==> config.mk <==
export PLATFORM = sky130hd
export DESIGN_NAME = hazard_ctrl
export DESIGN_NICKNAME = d
export VERILOG_FILES = /design/src/rtl/hazard_ctrl.sv
export SDC_FILE = /design/constraint.sdc
export NUM_CORES = 1
export LEC_CHECK = 0
export BUFFER_PORTS_ARGS = -buffer_cell sky130_fd_sc_hd__buf_4
export CORE_MARGIN = 5
export CORE_UTILIZATION = 40
export DETAILED_ROUTE_END_ITERATION = 6
export HOLD_SLACK_MARGIN = 0.02
export MAX_ROUTING_LAYER = met4
export PLACE_DENSITY_LB_ADDON = 0.3
export SLEW_MARGIN = 5
export SYNTH_ARGS = -nofsm -noshare
export SYNTH_HDL_FRONTEND = slang
export SYNTH_SLANG_ARGS = --single-unit
==> constraint.sdc <==
create_clock -name clk -period 4.15 [get_ports clk]
set_input_delay 0.83 -clock clk [delete_from_list [all_inputs] [get_ports clk]]
set_output_delay 0.83 -clock clk [all_outputs]
set_load 0.01 [all_outputs]
==> src/rtl/hazard_ctrl.sv <==
// -----------------------------------------------------------------------------
// hazard_ctrl
//  Pipeline sequencing controller for the 5-stage core. It compares the
//  instruction sitting in ID against a 3-entry scoreboard of in-flight
//  instructions (EX, MEM, WB). From that comparison it produces:
//    * PC/IF-ID freeze and ID/EX bubble on a data hazard,
//    * IF/ID flush for FLUSH_CYCLES cycles after a taken branch,
//    * registered EX operand forwarding selects.
//
//  Handshake/timing contract: there is no valid/ready pair here. id_valid
//  qualifies the ID instruction for the current cycle only. The instruction
//  "issues" (enters the EX scoreboard slot) on a rising clk edge when
//  id_valid=1, stall_pc=0 and flush_ifid=0. While stall_pc=1 the IF stage
//  must hold the same instruction in ID.
//
//  Ports
//    clk, rst          rising-edge clock, asynchronous active-low reset
//    id_valid          ID holds a real instruction
//    id_src1/id_src2   ID source registers
//    id_uses_src2      src2 is read as an operand
//    id_wb_en/id_dest  ID instruction writes id_dest
//    id_mem_read       ID instruction is a load
//    br_taken          branch resolved taken in EX this cycle
//    stall_pc          hold PC and IF/ID          (combinational)
//    bubble_ex         load NOP into ID/EX        (combinational)
//    flush_ifid        clear IF/ID                (combinational)
//    fwd_a/fwd_b       EX operand select, 00 reg / 01 MEM / 10 WB (registered)
//    stat_stall        saturating count of stall_pc cycles
//    dbg_flushing      flush FSM is in its FLUSH state
// -----------------------------------------------------------------------------
module hazard_ctrl #(
   parameter bit          FORWARD_EN   = 1'b1,
   parameter bit          RF_BYPASS    = 1'b1,
   parameter int unsigned FLUSH_CYCLES = 1
) (
   input  logic        clk,
   input  logic        rst,
   input  logic        id_valid,
   input  logic [4:0]  id_src1,
   input  logic [4:0]  id_src2,
   input  logic        id_uses_src2,
   input  logic        id_wb_en,
   input  logic [4:0]  id_dest,
   input  logic        id_mem_read,
   input  logic        br_taken,
   output logic        stall_pc,
   output logic        bubble_ex,
   output logic        flush_ifid,
   output logic [1:0]  fwd_a,
   output logic [1:0]  fwd_b,
   output logic [15:0] stat_stall,
   output logic        dbg_flushing
);

   typedef enum logic {ST_RUN = 1'b0, ST_FLUSH = 1'b1} state_t;

   // Only the EX slot needs mem_read: load-use is the one hazard that
   // forwarding cannot cover.
   typedef struct packed {
      logic       wb_en;
      logic [4:0] dest;
      logic       mem_read;
   } ex_entry_t;

   typedef struct packed {
      logic       wb_en;
      logic [4:0] dest;
   } sb_entry_t;

   localparam logic [2:0] FLUSH_RELOAD = 3'(FLUSH_CYCLES - 1);
   localparam bit         MULTI_FLUSH  = (FLUSH_CYCLES > 1);

   ex_entry_t   ex_q,  ex_d;
   sb_entry_t   mem_q, mem_d;
   sb_entry_t   wb_q,  wb_d;
   state_t      state_q, state_d;
   logic [2:0]  cnt_q, cnt_d;
   logic [1:0]  fwd_a_q, fwd_a_d;
   logic [1:0]  fwd_b_q, fwd_b_d;
   logic [15:0] stat_q, stat_d;

   logic ex_hit_a, ex_hit_b, mem_hit_a, mem_hit_b, wb_hit_a, wb_hit_b;
   logic hazard, flush_act, stall, issue;

   // Register 0 is hard-wired zero and never creates a dependency.
   function automatic logic hits(input logic wb_en, input logic [4:0] dest,
                                 input logic [4:0] s);
      return wb_en && (dest == s) && (s != 5'd0);
   endfunction

   always_comb begin
      ex_hit_a  = id_valid && hits(ex_q.wb_en, ex_q.dest, id_src1);
      ex_hit_b  = id_valid && id_uses_src2 && hits(ex_q.wb_en, ex_q.dest, id_src2);
      mem_hit_a = id_valid && hits(mem_q.wb_en, mem_q.dest, id_src1);
      mem_hit_b = id_valid && id_uses_src2 && hits(mem_q.wb_en, mem_q.dest, id_src2);
      wb_hit_a  = id_valid && hits(wb_q.wb_en, wb_q.dest, id_src1);
      wb_hit_b  = id_valid && id_uses_src2 && hits(wb_q.wb_en, wb_q.dest, id_src2);

      if (FORWARD_EN) begin
         hazard = (ex_hit_a || ex_hit_b) && ex_q.mem_read;
      end else begin
         hazard = ex_hit_a || ex_hit_b || mem_hit_a || mem_hit_b ||
                  (!RF_BYPASS && (wb_hit_a || wb_hit_b));
      end

      // A taken branch overrides a hazard: the ID instruction is wrong-path.
      flush_act = br_taken || (state_q == ST_FLUSH);
      stall     = hazard && !flush_act;
      issue     = id_valid && !stall && !flush_act;
   end

   always_comb begin
      ex_d  = issue ? '{wb_en: id_wb_en, dest: id_dest, mem_read: id_mem_read} : '0;
      mem_d = '{wb_en: ex_q.wb_en, dest: ex_q.dest};
      wb_d  = mem_q;

      // Youngest producer wins: EX slot (will be in MEM) before MEM slot (will be in WB).
      fwd_a_d = 2'b00;
      fwd_b_d = 2'b00;
      if (FORWARD_EN && issue) begin
         if (ex_hit_a)       fwd_a_d = 2'b01;
         else if (mem_hit_a) fwd_a_d = 2'b10;
         if (ex_hit_b)       fwd_b_d = 2'b01;
         else if (mem_hit_b) fwd_b_d = 2'b10;
      end

      stat_d = (stall && (stat_q != 16'hFFFF)) ? stat_q + 16'd1 : stat_q;
   end

   // Flush FSM: the br_taken cycle flushes by itself; FLUSH covers the
   // remaining FLUSH_CYCLES-1 cycles, and a new br_taken restarts the count.
   always_comb begin
      state_d = state_q;
      cnt_d   = cnt_q;
      case (state_q)
         ST_RUN: begin
            if (br_taken && MULTI_FLUSH) begin
               state_d = ST_FLUSH;
               cnt_d   = FLUSH_RELOAD;
            end
         end
         ST_FLUSH: begin
            if (br_taken) begin
               cnt_d = FLUSH_RELOAD;
            end else if (cnt_q == 3'd1) begin
               state_d = ST_RUN;
               cnt_d   = 3'd0;
            end else begin
               cnt_d = cnt_q - 3'd1;
            end
         end
         default: begin
            state_d = ST_RUN;
            cnt_d   = 3'd0;
         end
      endcase
   end

   always_ff @(posedge clk or negedge rst) begin
      if (!rst) begin
         ex_q    <= '0;
         mem_q   <= '0;
         wb_q    <= '0;
         state_q <= ST_RUN;
         cnt_q   <= 3'd0;
         fwd_a_q <= 2'b00;
         fwd_b_q <= 2'b00;
         stat_q  <= 16'd0;
      end else begin
         ex_q    <= ex_d;
         mem_q   <= mem_d;
         wb_q    <= wb_d;
         state_q <= state_d;
         cnt_q   <= cnt_d;
         fwd_a_q <= fwd_a_d;
         fwd_b_q <= fwd_b_d;
         stat_q  <= stat_d;
      end
   end

   assign stall_pc     = stall;
   assign bubble_ex    = stall;
   assign flush_ifid   = flush_act;
   assign fwd_a        = fwd_a_q;
   assign fwd_b        = fwd_b_q;
   assign stat_stall   = stat_q;
   assign dbg_flushing = (state_q == ST_FLUSH);

endmodule
==> impl_metrics.json, run 1 <==
{
  "numClockSinks": 37,
  "dieArea_um2": 5990,
  "slew_viol_final": 0,
  "areaGrowthSynthToFinish_pct": 27.2,
  "power_frac_comb_pct": 6.7,
  "first_iter_violations": 50,
  "final_cell_mix": "buf_4, dfrtp_1, xnor2_1",
  "async_reset_ff_share_pct": 100,
  "hold_ws_ps": 383,
  "detail_route.wl_per_cell_um": 14.1,
  "die_x_um": 77.4,
  "start_util_pct": 41.4,
  "finalClockSkew_ps": 6.72,
  "synth_top_family_by_area": "simple AND/OR/NAND/NOR gates",
  "arrival_ps": 2180,
  "clk_latency_ps": 290,
  "num_vias": 1294,
  "cts_root_buf": "clkbuf_8",
  "synth_xor_area_share_pct": 15.9,
  "fin_tns_setup_ps": 0,
  "synth_cell_types": 36,
  "crit_fanout": 6,
  "mostFrequentLayoutCell": "buf_4",
  "numCtsBuffers": 5,
  "p_per_area_nw_per_um2": 322,
  "setup_viol": 0,
  "worst_setup_path_end_kind": "output pin",
  "maxCapViolCount": 0,
  "num_antenna_cells": 0,
  "tightest_slew_ps": 728,
  "yosys.area_share.simple_pct": 20.3,
  "yosysTopAreaCell": "dfrtp_1",
  "io_buffers": 45,
  "fin_crit_sh_pct": 72.6,
  "grt_usage_pct": 13.7,
  "clockPowerShare_pct": 43.5,
  "drc": 0,
  "ys_ff_latch": 37,
  "multi_input_area_um2": 826,
  "hold_buffers": 0,
  "cts_resized": 0,
  "grt_start_max_net_pins": 38,
  "hold_viol": 0,
  "fmax_mhz": 332,
  "cts_buffer_depth": 2,
  "grt_pass1_wl_mm": 6.44,
  "wl_mm": 3.65,
  "path_clk_slew_ps": 70,
  "core_area_um2": 4380,
  "internal_power_uw": 587,
  "io_pins": 46,
  "synthAdderAreaFrac_pct": 2.07,
  "grt_antenna_before_repair": 0,
  "synth_fp_nets": 182,
  "synth_edf_count": 0,
  "ys_seq_area_share_pct": 51.0,
  "synth_area_um2": 1820,
  "row_count": 24,
  "min_period_ps": 3010,
  "postRouteAntennaNets": 0,
  "overflow": 0,
  "dp_hpwl_mm": 2.78,
  "r2r_cells": 5,
  "cp.required_ps": 3320,
  "switching_share_pct": 21.1,
  "post-cts-setup-buffers": 0,
  "fp.dieH_um": 77.4,
  "regArea_um2": 926,
  "n_fill_cell": 407,
  "net-switching-power_uw": 157,
  "slew_headroom_pct": 51.3,
  "synth-compound-area-share_pct": 5.51,
  "yosys-top-cells-area": "dfrtp_1, xnor2_1, xor2_1",
  "drt_pre_antenna_iters": 4,
  "hold_depth": 0,
  "drive_above_1_share_pct": 31.9,
  "vias_per_cell": 5.00,
  "synth_mux_area_share_pct": 1.79,
  "run_status": "completed",
  "htree_levels": 2,
  "yosysTopAreaCellShare_pct": 51.0,
  "crit_type": "in2out",
  "p_leak_uw": 0.00111,
  "grt_pass1_vias": 1381,
  "final_nets": 231,
  "rsz0062_at_grt": "no",
  "avgSynthCellArea_um2": 11.6,
  "critPathLaunchType": "primary input",
  "ys.flop_type": "dfrtp_1",
  "total_power_uw": 744,
  "max-vdd-ir-drop_mv": 0.197,
  "yosysWarnings": 0,
  "place.gp.congestion": 0.868,
  "synthCells": 157,
  "seq_power_share_pct": 49.8,
  "holdCritPathClass": "reg2reg",
  "cts_tree": "done"
}
==> power groups by stage <==
stage	combinational, uW	sequential (uW)	clock, uW
detailed placement	51.1	377	0
global route	56.3	371	347
finish	50.0	370	323
CTS	51.2	370	331
global placement	50.4	377	0
floorplan	20.0	376	0
==> cells by family (layout without fill, tap and decap cells) <==
kind of cell / after synthesis / count (layout)
compound gates: 12 / 12
xor+xnor: 32 / 32
fa+ha+maj: 3 / 3
buf+inv: 12 / 62
flops: 37 / 37
mux: 3 / 3
simple gates: 58 / 58
==> layer usage <==
| metal | track usage [%] | vias up | share of wire, % |
|---|---|---|---|
| li1 | - | 641 | - |
| met4 | 5.33 | 0 | 1.3 |
| met2 | 20.5 | 29 | 46 |
| met1 | 17.2 | 618 | 47 |
| met3 | 4.75 | 6 | 5.7 |
| met5 | - | - | 0 |
==> Yosys cell counts (all sizes together) (2+ instances only) <==
cell type  count
dfrtp         37
xnor2         23
nand4         10
inv            9
nand2          9
xor2           9
and2           8
and3           7
nand3          7
nor2           5
nor3           4
a21oi          3
buf            3
ha             3
and4           2
mux2           2
nor4           2
or4            2
==> stage by stage <==
| step | utilization [%] | cell area [um^2] | cells | setup slack (ps) |
|---|---|---|---|---|
| global placement | 49.9 | 2190 | 251 | 1160 |
| detailed placement | 49.9 | 2190 | 251 | 1140 |
| finish | 52.7 | 2310 | 259 | 1140 |
| CTS | 52.7 | 2310 | 259 | 1130 |
| global route | 52.7 | 2310 | 259 | 1080 |
| floorplan | - | 1820 | 157 | 1200 |
==> flip-flops by register name (all words and copies together), names as in the netlist <==
register / count
cnt_q: 3
dbg_flushing: 1
ex_q: 7
fwd_a: 2
fwd_b: 2
mem_q: 6
stat_stall: 16
==> layout make-up <==
| cell class | instances | share of cell area, % |
|---|---|---|
| clock inverters | 2 | 1.63 |
| well taps | 52 | 2.82 |
| inverters | 9 | 1.46 |
| multi-input cells | 108 | 35.8 |
| repair buffers | 45 | 14.6 |
| flip-flops and latches | 37 | 40.1 |
| clock buffers | 6 | 3.58 |
==> path summary, 6_finish.rpt <==
| check | startpoint | endpoint | slack, ps |
|---|---|---|---|
| worst max-delay path | id_src2[2] | stall_pc | 1140 |
| worst min register to register | ex_q[6] | mem_q[5] | 380 |
| worst max register to register | ex_q[5] | stat_stall[1] | 1660 |
| min in group asynchronous | rst | stat_stall[0] | 490 |
| worst min-delay path | ex_q[6] | mem_q[5] | 380 |
| max in group asynchronous | rst | ex_q[6] | 3340 |
==> critical path, cell delays in order <==
cell     delay (ps)
buf_4           120
xnor2_1         140
nand4_1         120
or4_4           580
a21oi_1         220
buf_4           170
No activity file was read; power rests on OpenSTA's default activity.
==> inputs of run 2 (changes only) <==
- clock period: 4.15 -> 3.15 ns (I/O delays scaled with it)
==> run 2 against run 1 <==
Sequential power grew 32%. Sequential cell count is the same. Register-to-register slack lost 830 ps. Combinational power grew 32%. Total power grew 17%. Critical endpoint is now bubble_ex.
==> impl_metrics.json, run 2 (same netlist as run 1, synthesis figures left out) <==
{
  "grt_start_max_net_pins": 38,
  "hold_viol": 0,
  "holdCritPathClass": "in2async",
  "postRouteAntennaNets": 0,
  "num_antenna_cells": 0,
  "critPathBufInv": 1,
  "worstPathCellList": "xnor2_1, nand4_1, or4_4, a21oi_1, buf_4",
  "max-vdd-ir-drop_mv": 0.207,
  "fp.dieH_um": 77.4,
  "overflow": 0,
  "fin_crit_sh_pct": 83.5,
  "grt_antenna_before_repair": 0,
  "drt_pre_antenna_iters": 3,
  "dieArea_um2": 5990,
  "maxCapViolCount": 0,
  "core_area_um2": 4380,
  "rsz0062_at_grt": "no",
  "finalClockSkew_ps": 3.11,
  "detail_route.wl_per_cell_um": 13.7,
  "hold_buffers": 0,
  "start_util_pct": 41.4,
  "first_iter_violations": 42,
  "drc": 0,
  "vias_per_cell": 4.93,
  "place.gp.congestion": 0.862,
  "slowest_delay_ps": 580,
  "post-cts-setup-buffers": 0,
  "critPathSlowestCell": "or4_4",
  "cts_resized": 0,
  "critPathLaunchType": "flop",
  "clk_latency_ps": 280,
  "fmax_mhz": 380,
  "numPlacedInstances": 252,
  "cts_root_buf": "clkbuf_8",
  "tightest_slew_ps": 439,
  "switching_share_pct": 22.8,
  "wl_mm": 3.56,
  "num_vias": 1281,
  "slew_headroom_pct": 70.5,
  "numClockSinks": 37,
  "worst_setup_path_end_kind": "output pin",
  "run_status": "completed",
  "hold_ws_ps": 290,
  "crit_type": "reg2out",
  "largest_register_ffs": 16,
  "place_ws_ps": 514,
  "p_per_area_nw_per_um2": 381,
  "cts_buffer_depth": 2,
  "cts_tree": "done",
  "dp_hpwl_mm": 2.76,
  "reg2reg_slack_ps": 830,
  "row_count": 24,
  "grt_pass1_vias": 1319,
  "power_frac_comb_pct": 7.6,
  "slew_viol_final": 0,
  "p_leak_uw": 0.00110,
  "stdcell_count": 260,
  "drive_above_1_share_pct": 31.7,
  "cp.required_ps": 2520,
  "fin_tns_setup_ps": 0,
  "clockPowerShare_pct": 36.1,
  "crit_fanout": 6,
  "min_period_ps": 2630,
  "arrival_ps": 2000,
  "seq_power_share_pct": 56.3,
  "grt_pass1_wl_mm": 6.04,
  "final_nets": 232,
  "internal_power_uw": 669,
  "grt_usage_pct": 12.9,
  "setup_viol": 0,
  "areaGrowthSynthToFinish_pct": 25.5,
  "numCtsBuffers": 5,
  "cp_top_family": "simple AND/OR/NAND/NOR gates",
  "worst_slack_ps": 519,
  "path_clk_slew_ps": 70,
  "htree_levels": 2,
  "io_pins": 46,
  "final_cell_mix": "buf_4, dfrtp_1, xnor2_1",
  "die_x_um": 77.4,
  "mostFrequentLayoutCell": "buf_4",
  "net-switching-power_uw": 198,
  "io_buffers": 45
}
-- run 2: per-layer routing --
layer	routed length, um	up-vias	track usage, %	part of all wire, %
met2	1700	28	19.7	48
li1	-	642	-	-
met1	1580	607	15.6	44
met3	247	4	5.32	6.9
met5	0	-	-	0
met4	35	0	3.78	0.98
-- run 2: worst paths after layout --
path,from,endpoint,cells past startpoint
max in group asynchronous,rst,mem_q[3],1
min in group clk,ex_q[6],mem_q[5],0
min reg2reg,ex_q[6],mem_q[5],0
min,rst,cnt_q[0],1
max reg2reg,ex_q[1],stat_stall[15],7
max,ex_q[1],bubble_ex,5
-- run 2: layout make-up --
| cell class | count | area (um^2) |
|---|---|---|
| multi-input cells | 108 | 826 |
| inverters | 9 | 33.8 |
| repair buffers | 46 | 345 |
| flip-flops and latches | 37 | 926 |
| well taps | 52 | 65.1 |
| clock inverters | 2 | 10.0 |
| fillers | 409 | 2110 |
| clock buffers | 6 | 72.6 |
-- run 2: power by group through the flow --
stage / Combinational (uW) / Clock [uW] / Sequential [uW]
2_1_floorplan: 26.3 / 0 / 496
3_3_place_gp: 66.5 / 0 / 497
3_5_place_dp: 67.2 / 0 / 497
4_1_cts: 67.5 / 321 / 488
5_1_grt: 73.8 / 344 / 489
6_report: 65.9 / 313 / 488
-- run 2: per-stage QoR --
step / total power, uW / cell area, um^2 / utilization (%)
2_1_floorplan: 522 / 1820 / -
3_3_place_gp: 564 / 2200 / 50.1
3_5_place_dp: 565 / 2200 / 50.1
4_1_cts: 876 / 2280 / 52.0
5_1_grt: 906 / 2280 / 52.0
6_report: 867 / 2280 / 52.0
==> inputs of run 3 (changes only) <==
- clock period: 3.15 -> 2.6 ns (I/O delays scaled with it)
==> run 3 against run 2 <==
Combinational power grew 23%. Non-clock buffer count increased by 2. First-iteration DRC count is 36% higher.
==> impl_metrics.json, run 3 (same netlist as run 1, synthesis figures left out) <==
{
  "cts_buffer_depth": 2,
  "grt_antenna_before_repair": 0,
  "worstPathCellList": "xnor2_1, nand4_1, or4_4, a21oi_2, buf_4",
  "num_vias": 1295,
  "p_per_area_nw_per_um2": 461,
  "final_cell_mix": "buf_4, dfrtp_1, xnor2_1",
  "worst_setup_path_end_kind": "output pin",
  "overflow": 0,
  "wl_met2_mm": 1.78,
  "areaGrowthSynthToFinish_pct": 26.7,
  "maxCapViolCount": 0,
  "wl_mm": 3.71,
  "post-cts-setup-buffers": 0,
  "largest_register_ffs": 16,
  "io_pins": 46,
  "slowest_delay_ps": 580,
  "htree_levels": 2,
  "critPathSlowestCell": "or4_4",
  "stdcell_count": 261,
  "cts_tree": "done",
  "num_antenna_cells": 0,
  "vias_per_cell": 4.96,
  "finalClockSkew_ps": 9.22,
  "critPathBufInv": 1,
  "reg2reg_slack_ps": 390,
  "slew_viol_final": 0,
  "clk_latency_ps": 280,
  "fin_crit_sh_pct": 93.6,
  "grt_usage_pct": 13.7,
  "highest_layer": "met4",
  "drc": 0,
  "crit_fanout": 6,
  "total_power_uw": 1060,
  "rsz0062_at_grt": "no",
  "slew_headroom_pct": 68.8,
  "mostFrequentLayoutCell": "buf_4",
  "grt_start_max_net_pins": 38,
  "grt_pass1_wl_mm": 6.58,
  "arrival_ps": 1910,
  "cp_top_family": "simple AND/OR/NAND/NOR gates",
  "io_buffers": 45,
  "postRouteAntennaNets": 0,
  "hold_viol": 0,
  "core_area_um2": 4380,
  "dr_wl_met3_um": 179,
  "path_clk_slew_ps": 60,
  "crit-reg2reg-launch": "ex_q[3]",
  "drt-met1-wl_mm": 1.73,
  "place.gp.congestion": 0.868,
  "setup_viol": 0,
  "drive_above_1_share_pct": 32.5,
  "numPlacedInstances": 254,
  "crit_type": "reg2out",
  "critPathLaunchType": "flop",
  "fmax_mhz": 411,
  "cts_resized": 0,
  "numCtsBuffers": 5,
  "p_leak_uw": 0.00111,
  "start_util_pct": 41.4,
  "tightest_slew_ps": 465,
  "fin_tns_setup_ps": 0,
  "max-vdd-ir-drop_mv": 0.349,
  "min_period_ps": 2430,
  "rr_endpoint": "stat_stall[8]",
  "dp_hpwl_mm": 2.86,
  "die_x_um": 77.4,
  "row_count": 24,
  "cts_root_buf": "clkbuf_8",
  "detail_route.wl_per_cell_um": 14.2,
  "run_status": "completed",
  "r2r_cells": 7,
  "fp.dieH_um": 77.4,
  "drt_pre_antenna_iters": 4,
  "grt_pass1_vias": 1369,
  "first_iter_violations": 57,
  "holdCritPathClass": "in2async",
  "dieArea_um2": 5990,
  "final_nets": 234,
  "numClockSinks": 37,
  "cp.required_ps": 2080,
  "hold_buffers": 0
}
[run 3: changes by cell type in the layout (fill, tap and decap cells not counted)]
cell	before	now
a21oi_2	0	1
buf_4	46	48
a21oi_1	3	2
clkinv_2	2	0
clkbuf_8	5	6
[run 3: report_power, final]
| group | leakage [uW] | total [uW] | internal (uW) | switching [uW] |
|---|---|---|---|---|
| clock | 0.0000443 | 388 | 210 | 178 |
| sequential | 0.000495 | 592 | 584 | 8.04 |
| combinational | 0.000574 | 80.9 | 42.8 | 38.1 |
| total | 0.00111 | 1060 | 837 | 224 |
[run 3: metal layers]
layer	track usage (%)	vias up
met1	18.4	616
met5	-	-
met2	20.7	29
li1	-	648
met4	3.61	0
met3	3.70	2
[run 3: metrics by stage]
step	hold WS (ps)	utilization (%)	setup WS (ps)	cell area, um^2
6_report	192	52.5	167	2300
5_1_grt	234	52.5	43.1	2300
4_1_cts	213	52.4	73.0	2300
3_5_place_dp	366	50.4	166	2210
3_3_place_gp	362	50.4	169	2210
2_1_floorplan	224	-	270	1820
[run 3: worst max path at each step]
stage                          start       endpoint  slack, ps  depth (start not counted)
final                        ex_q[3]      bubble_ex        170                          5
after global routing         ex_q[3]      bubble_ex         40                          5
after CTS                    ex_q[3]      bubble_ex         70                          5
after detailed placement  id_src2[2]  stat_stall[8]        170                          8
after global placement    id_src2[4]      bubble_ex        170                          6
after floorplan           id_src2[2]       stall_pc        270                          6
[run 3: area by class of cell]
type / instances / area [um^2]
Clock buffer: 7 / 86.3
Fill cell: 430 / 2080
Inverter: 9 / 33.8
Multi-Input combinational cell: 108 / 830
Sequential cell: 37 / 926
Tap cell: 52 / 65.1
Timing Repair Buffer: 48 / 360
